[config.mk]
export PLATFORM = sky130hd
export DESIGN_NAME = alu_issue_unit
export DESIGN_NICKNAME = d
export VERILOG_FILES = /design/src/rtl/alu_issue_unit.sv
export SDC_FILE = /design/constraint.sdc
export NUM_CORES = 1
export LEC_CHECK = 0
export ABC_AREA = 1
export CORE_AREA = 2 2 175 177
export DETAILED_ROUTE_END_ITERATION = 6
export DIE_AREA = 0 0 177 179
export PLACE_DENSITY = 0.66
export SLEW_MARGIN = 20
export SYNTH_ARGS = -nofsm -noshare
export SYNTH_HDL_FRONTEND = slang
export SYNTH_SLANG_ARGS = --single-unit
[constraint.sdc]
create_clock -name clk -period 1.8 [get_ports clk]
set_input_delay 0.18 -clock clk [delete_from_list [all_inputs] [get_ports clk]]
set_output_delay 0.18 -clock clk [all_outputs]
set_load 0.005 [all_outputs]
[src/rtl/alu_issue_unit.sv]
// Issue/sequencer in front of the combinational ALU: registers
// operands on accept, captures the result one cycle later.
module alu_issue_unit #(
  parameter int WIDTH  = 64,
  parameter int FN_W   = 5,
  parameter int MAX_FN = 8,
  parameter int TAG_W  = 4,
  parameter int CNT_W  = 16
) (
  input  logic             clk,
  input  logic             rst_n,
  input  logic             req_valid,
  output logic             req_ready,
  input  logic [WIDTH-1:0] req_in1,
  input  logic [WIDTH-1:0] req_in2,
  input  logic [FN_W-1:0]  req_fn,
  input  logic [TAG_W-1:0] req_tag,
  output logic [WIDTH-1:0] alu_in1,
  output logic [WIDTH-1:0] alu_in2,
  output logic [FN_W-1:0]  alu_fn,
  input  logic [WIDTH-1:0] alu_out,
  input  logic             alu_zero,
  input  logic             alu_overflow,
  input  logic             alu_cout,
  output logic             rsp_valid,
  input  logic             rsp_ready,
  output logic [WIDTH-1:0] rsp_result,
  output logic             rsp_zero,
  output logic             rsp_overflow,
  output logic             rsp_cout,
  output logic             rsp_illegal,
  output logic [TAG_W-1:0] rsp_tag,
  output logic             busy,
  output logic [CNT_W-1:0] done_count,
  output logic [CNT_W-1:0] illegal_count
);

  typedef enum logic [1:0] {
    IDLE,
    EXEC,
    RESP
  } state_e;

  state_e           state_q, state_d;
  logic             en_q;
  logic [WIDTH-1:0] in1_q, in1_d;
  logic [WIDTH-1:0] in2_q, in2_d;
  logic [FN_W-1:0]  fn_q, fn_d;
  logic [TAG_W-1:0] tag_q, tag_d;
  logic             ill_q, ill_d;
  logic [WIDTH-1:0] res_q, res_d;
  logic             zero_q, zero_d;
  logic             ovf_q, ovf_d;
  logic             cout_q, cout_d;
  logic             rill_q, rill_d;
  logic [TAG_W-1:0] rtag_q, rtag_d;
  logic             vld_q, vld_d;
  logic [CNT_W-1:0] done_q, done_d;
  logic [CNT_W-1:0] icnt_q, icnt_d;

  logic accept;
  logic hs;

  // en_q keeps req_ready low until the first edge after reset release
  assign req_ready = en_q & ((state_q == IDLE) |
                     ((state_q == RESP) & rsp_ready));
  assign accept    = req_valid & req_ready;
  assign hs        = vld_q & rsp_ready;

  always_comb begin
    state_d = state_q;
    in1_d   = in1_q;
    in2_d   = in2_q;
    fn_d    = fn_q;
    tag_d   = tag_q;
    ill_d   = ill_q;
    res_d   = res_q;
    zero_d  = zero_q;
    ovf_d   = ovf_q;
    cout_d  = cout_q;
    rill_d  = rill_q;
    rtag_d  = rtag_q;
    vld_d   = vld_q;
    done_d  = done_q;
    icnt_d  = icnt_q;

    if (accept) begin
      in1_d = req_in1;
      in2_d = req_in2;
      fn_d  = req_fn;
      tag_d = req_tag;
      ill_d = (req_fn > FN_W'(MAX_FN));
    end

    unique case (state_q)
      IDLE: begin
        if (accept) state_d = EXEC;
      end
      EXEC: begin
        res_d   = ill_q ? '0 : alu_out;
        zero_d  = ~ill_q & alu_zero;
        ovf_d   = ~ill_q & alu_overflow;
        cout_d  = ~ill_q & alu_cout;
        rill_d  = ill_q;
        rtag_d  = tag_q;
        vld_d   = 1'b1;
        state_d = RESP;
      end
      RESP: begin
        if (hs) begin
          done_d = done_q + CNT_W'(1);
          if (rill_q && (icnt_q != '1))
            icnt_d = icnt_q + CNT_W'(1);
          vld_d   = 1'b0;
          state_d = accept ? EXEC : IDLE;
        end
      end
      default: begin
        vld_d   = 1'b0;
        state_d = IDLE;
      end
    endcase
  end

  always_ff @(posedge clk or negedge rst_n) begin
    if (!rst_n) begin
      state_q <= IDLE;
      en_q    <= 1'b0;
      in1_q   <= '0;
      in2_q   <= '0;
      fn_q    <= '0;
      tag_q   <= '0;
      ill_q   <= 1'b0;
      res_q   <= '0;
      zero_q  <= 1'b0;
      ovf_q   <= 1'b0;
      cout_q  <= 1'b0;
      rill_q  <= 1'b0;
      rtag_q  <= '0;
      vld_q   <= 1'b0;
      done_q  <= '0;
      icnt_q  <= '0;
    end else begin
      state_q <= state_d;
      en_q    <= 1'b1;
      in1_q   <= in1_d;
      in2_q   <= in2_d;
      fn_q    <= fn_d;
      tag_q   <= tag_d;
      ill_q   <= ill_d;
      res_q   <= res_d;
      zero_q  <= zero_d;
      ovf_q   <= ovf_d;
      cout_q  <= cout_d;
      rill_q  <= rill_d;
      rtag_q  <= rtag_d;
      vld_q   <= vld_d;
      done_q  <= done_d;
      icnt_q  <= icnt_d;
    end
  end

  assign alu_in1       = in1_q;
  assign alu_in2       = in2_q;
  assign alu_fn        = fn_q;
  assign rsp_valid     = vld_q;
  assign rsp_result    = res_q;
  assign rsp_zero      = zero_q;
  assign rsp_overflow  = ovf_q;
  assign rsp_cout      = cout_q;
  assign rsp_illegal   = rill_q;
  assign rsp_tag       = rtag_q;
  assign busy          = (state_q != IDLE);
  assign done_count    = done_q;
  assign illegal_count = icnt_q;

endmodule

==> results.cfg, run 1 <==
[synth]
synth_area_um2 = 9800
synth_compound_area_share_pct = 7.68
yosys_register_bits = 246
synth_top_family_by_area = simple AND/OR/NAND/NOR gates
yosysTopAreaCellShare_pct = 62.8
synth_edf_count = 0
seq_area_frac_synth_pct = 62.8
ys.flop_type = dfrtp_1
netlist_top_cells_area = dfrtp_1 (63%), nand2_1 (21%), a22o_1 (6.0%), nor2_1 (1.6%), inv_1 (1.4%)
synth_cell_types = 27
syn_nets = 1267
synthArstFlopShare_pct = 100
synth.most_common_cell = nand2_1
synthTopCellsByCount = nand2_1 (542), dfrtp_1 (246), a22o_1 (67), nor2_1 (41), inv_1 (36)
ys.warnings.count = 0
syn_avg_cell_area_um2 = 9.28
yosysTopAreaCell = dfrtp_1
synthSimpleGateAreaFrac_pct = 24.0
synth-xor-area-share_pct = 1.07
synth.mux.area_fraction_pct = 0
syn_inst = 1057
synth_fa_ha_area_share_pct = 0.255

[clock_tree]
numCtsBuffers = 28
numClockSinks = 246
cts_root_buf = clkbuf_16
clk_pin_slew_worst_paths_ns = 0.06
cts_tree = yes
insertion_delay_ns = 0.55
cts-htree-levels = 1
cts.path.max_buffers = 3

[setup_path]
path_cells = buf_4 > clkdlybuf4s50_1
worstReg2RegEnd = illegal_count[6]
slowest_stage = clkdlybuf4s50_1
rr_startpoint = illegal_count[1]
cp.arrival_ns = 1.55
r2r_cells = 10
start_kind = flop
path_class = reg -> out
r2r_slack_ns = 0.20
cpPeakStageDelay_ns = 0.51
cp_top_family = buffers and inverters
worst_setup_path_end_kind = primary output
cp_max_fo = 6
worst_ep_required_time_ns = 1.62
crit_buf_inv = 2

[worst_hold_path]
min_to = alu_in1[59]
hold_start = req_in1[59]
holdPathStages = 3
hold_class = in -> reg

[pwr]
switching_power_uw = 6770
seqPwrFrac_pct = 38.6
p_leak_uw = 0.00758
p_sw_share_pct = 29.6
internal-power_uw = 16100
vdd_drop_max_uv = 808
pwr-share-clk_pct = 25.0
p_comb_share_pct = 36.4
power_per_cell_area_nw_per_um2 = 1430

[floorplan]
die_w_um = 177
die_area_um2 = 31700
io_pins = 448
row_count = 64
initial_utilization_pct = 32.6
die_h_um = 179
coreArea_um2 = 30000

[sta]
clock.fmax_ghz = 0.578
slew_headroom_pct = 64.6
tns_ns = 0
rsz0062_at_grt = false
worst_pin_slew_ns = 0.530
finalCriticalPeriod_ns = 1.73
finalCritPeriodShare_pct = 96.1
fin_hold_ws_ns = 0.167
hold_viol_final = 0
finalClockSkew_ns = 0.0126
drv_slew = 0
setup_violations = 0

[place]
portBuffers = 447
gp_congestion = 0.884
dp_cells = 1897
place_area_um2 = 15100
hpwlAfterDp_um = 23500

[global_route]
grt.total_usage_pct = 19.3
grt_pass1_vias = 8821
overflow = 0
grt_pass1_wl_um = 48100
grt_max_degree = 59
antenna_found_initial = 1

[route]
antenna_left = 0
vias = 8856
wl_um = 32100
dr.pass1.iters = 5
wire_per_inst_um = 16.5
drt-initial-drc-count = 469
drc_errors = 0
via_per_inst = 4.54

[finish]
fin_nets = 1744
drive_gt1_share_pct = 6.89
area.growth.synth_to_final_pct = 63.4
fin_area_um2 = 16000
utilization_pct = 53.3
instances_no_fill = 1949

[job]
drv_cap = 0

[run_status]
status = completed
[cell usage in the layout, fill, tap and decap left out, drive strengths merged]
cell type      synthesis  layout
clkdlybuf4s50          0     444
a21oi                  2       2
o21ai                 29      29
nand3                 10      10
nand2                543     543
clkbuf                 9      40
xor2                   5       5
diode                  0       1
a22o                  67      67
dlygate4sd3            0       1
buf                   39      48
o211ai                 1       1
conb                   1       1
inv                   41      41
dlymetal6s2s           0       1
dfrtp                246     246
clkinv                 0       6
clkdlybuf4s15          0       1
nor2                  46      46
xnor2                  7       7
ha                     2       2
nor3                   1       1
nand4                  8       8
bufinv                 0       2
[cell families (layout without fill, tap and decap cells)]
logic type                 after synthesis  in the layout
and+or+nand+nor                        608            608
DFF                                    246            246
AOI/OAI and AO/OA                       99             99
buffers and inverters                   89            584
xor gates and xnor gates                12             12
adders and majority gates                2              2
other                                    1              2
[per-stage QoR]
stage	power (uW)	setup slack, ns
floorplan	11400	0.248
global placement	17100	0.0932
detailed placement	17200	0.0457
CTS	23200	0.00893
global route	24300	0.00363
finish	22900	0.0709
[how the worst max path moves through the flow]
stage | endpoint | startpoint | slack, ns | cells past startpoint
global placement | illegal_count[2] | rsp_ready | 0.09 | 7
floorplan | illegal_count[13] | illegal_count[0] | 0.25 | 9
CTS | busy | state_q[1] | 0.009 | 3
detailed placement | illegal_count[2] | illegal_count[1] | 0.05 | 6
global route | illegal_count[9] | illegal_count[9] | 0.004 | 1
finish | illegal_count[0] | illegal_count[0] | 0.07 | 2
[metal layers]
layer	share of wire [%]	GRT usage, %	routed length, um
met5	0	0	0
met4	2.3	5.54	750
met3	9.5	6.32	3060
met2	47	31.7	15200
met1	41	24.2	13100
[worst register-to-register path, stage by stage (launching register included)]
cell and delay (ns):
dfrtp_1 0.41, ha_1 0.22, inv_2 0.06, nor2_4 0.10, nand2_1 0.09, buf_4 0.16
nor2_1 0.12, nor2_2 0.06, buf_12 0.15, nand2_1 0.06, o21ai_1 0.06
[registers in the layout, summed over array words and instances, names as in the netlist, 2 cells and up]
name	flops
alu_in1	64
alu_in2	64
rsp_result	64
done_count	16
illegal_count	16
alu_fn	5
rsp_tag	4
tag_q	4
state_q	2
[power by group through the flow]
stage / clock network (uW) / registers, uW / logic, uW
6_report: 5710 / 8830 / 8320
5_1_grt: 6130 / 9080 / 9090
4_1_cts: 5880 / 8840 / 8440
3_5_place_dp: 0 / 8880 / 8360
3_3_place_gp: 0 / 8820 / 8290
2_1_floorplan: 0 / 8920 / 2430
[what timing repair did]
| item | in CTS | in global routing |
|---|---|---|
| gates cloned | 0 | 0 |
| gates resized for setup | 1 | 4 |
| endpoints found under the hold margin | 99 | 0 |
| pin swaps | 0 | 0 |
| setup endpoints to repair | 2 | 12 |
| buffers inserted | 1 | 1 |
| hold buffers | 1 | 0 |
[layout make-up]
cell class	count	area, um^2
fillers	2758	14000
well taps	396	495
diodes	1	2.50
multi-input cells	722	3250
clock inverters	8	101
clock buffers	40	826
repair buffers	495	5030
inverters	41	156
flip-flops and latches	246	6160
Power figures use the tool's default switching activity.
==> run 2: changes to the inputs <==
CORE_AREA = unset   (was 2 2 175 177)
CORE_MARGIN = 2   (was unset)
CORE_UTILIZATION = 25   (was unset)
DIE_AREA = unset   (was 0 0 177 179)
PLACE_DENSITY = unset   (was 0.66)
==> results.cfg, run 2 (synthesis gave the netlist of run 1 again) <==
[setup_path]
cp.arrival_ns = 1.57
rr_startpoint = illegal_count[0]
path_cells = clkdlybuf4s50_1
critPathLaunch = illegal_count[13]
slowest_stage = clkdlybuf4s50_1
worst_setup_path_end_kind = primary output
start_kind = flop
worstReg2RegEnd = illegal_count[15]
cpPeakStageDelay_ns = 0.56
crit_buf_inv = 1
path_class = reg -> out
path_depth = 1
worst_ep_required_time_ns = 1.62
r2r_slack_ns = 0.21
cp_max_fo = 6
cp_top_family = buffers and inverters
r2r_cells = 8

[route]
antenna_left = 0
wl_um = 31800
drc_errors = 0
via_per_inst = 4.25
wire_per_inst_um = 15.3
dr.pass1.iters = 4
vias = 8810
drt-initial-drc-count = 437

[place]
hpwlAfterDp_um = 23500
portBuffers = 447
gp_congestion = 0.824

[sta]
finalClockSkew_ns = 0.0133
drv_slew = 0
finalCriticalPeriod_ns = 1.75
finalCritPeriodShare_pct = 97.0
tns_ns = 0
hold_viol_final = 0
rsz0062_at_grt = false
clock.fmax_ghz = 0.573
setup_violations = 0

[global_route]
grt.total_usage_pct = 15.3
grtUsageMet2_pct = 26.1
met3_usage_pct = 4.68
overflow = 0
grt_pass1_wl_um = 50600
grt_busiest_layer = met2
grt_pass1_vias = 9052
grt_max_degree = 69
antenna_found_initial = 2
grtUsageMet1_pct = 18.8

[floorplan]
io_pins = 448
row_count = 72
initial_utilization_pct = 25.4
die_h_um = 202
die_w_um = 202
die_area_um2 = 40800
coreArea_um2 = 38600

[clock_tree]
cts-htree-levels = 1
cts.path.max_buffers = 3
cts_root_buf = clkbuf_16
numClockSinks = 246
insertion_delay_ns = 0.54
cts_tree = yes
numCtsBuffers = 29
clk_pin_slew_worst_paths_ns = 0.06

[pwr]
switching_power_uw = 6680
seqPwrFrac_pct = 39.0
p_leak_uw = 0.00755
p_sw_share_pct = 29.6
vdd_drop_max_uv = 723
p_comb_share_pct = 36.6
pwr-share-clk_pct = 24.3
internal-power_uw = 15900
power_per_cell_area_nw_per_um2 = 1400

[finish]
final_cell_mix = nand2_1 (542), clkdlybuf4s50_1 (443), dfrtp_1 (245)
n_fill_cell = 3767
area.growth.synth_to_final_pct = 64.0
utilization_pct = 41.6
fin_nets = 1748
layout_commonest_cell = nand2_1
drive_gt1_share_pct = 6.74
antenna_cells = 0

[job]
drv_cap = 0

[run_status]
status = completed

[worst_hold_path]
hold_class = in -> async
## run 2: cell types whose count changed in the layout (fill, tap and decap cells not counted), sizes merged
cell	change
clkinvlp	+1
clkbuf	+4
diode	-1
buf	+3
clkdlybuf4s50	-1
clkinv	-2
bufinv	-1
dlygate4sd2	+2
clkdlybuf4s15	-1
## run 2: worst max-delay path by stage
stage | end | slack, ns
after floorplan | illegal_count[13] | 0.25
after global placement | illegal_count[2] | 0.01
after detailed placement | alu_in2[60] | 0.004
after CTS | illegal_count[12] | 0.008
after global routing | illegal_count[5] | 0.0009
final | illegal_count[13] | 0.05
## run 2: routing by layer
layer / vias to the layer above / part of all wire, %
met1: 4160 / 41
met2: 314 / 48
met4: 2 / 2.1
met5: - / 0.041
met3: 43 / 8.4
li1: 4291 / -
## run 2: final cells by class
class | instances | area (um^2) | share of cell area, %
Multi-Input combinational cell | 722 | 3250 | 20.2
Clock buffer | 44 | 822 | 5.11
Tap cell | 518 | 648 | 4.03
Clock inverter | 6 | 57.6 | 0.358
Sequential cell | 246 | 6160 | 38.3
Timing Repair Buffer | 498 | 4990 | 31.0
Inverter | 41 | 156 | 0.973
## run 2: what timing repair did
item / 4_1_cts / 5_1_grt
hold endpoints to repair: 48 / 0
setup buffers: 2 / 0
resized for setup: 2 / 3
hold buffers: 1 / 0
endpoints found under the setup margin: 2 / 6
pin swaps: 1 / 0
## run 2: power by group through the flow
stage	Clock (uW)	Combinational, uW	Sequential [uW]
global placement	0	8320	8830
global route	5920	9050	9090
finish	5500	8270	8810
detailed placement	0	8390	8860
CTS	5700	8440	8830
floorplan	0	2430	8920
## run 2: metrics by stage
stage	worst slack [ns]	total power, uW	cells	cell area, um^2	hold slack (ns)
finish	0.0542	22600	2075	16100	0.172
global route	0.000891	24100	2075	16100	0.165
CTS	0.00783	23000	2075	16100	0.129
detailed placement	0.00434	17300	2022	15200	0.162
global placement	0.0107	17200	2022	15200	0.160
floorplan	0.248	11400	1057	9800	-0.116
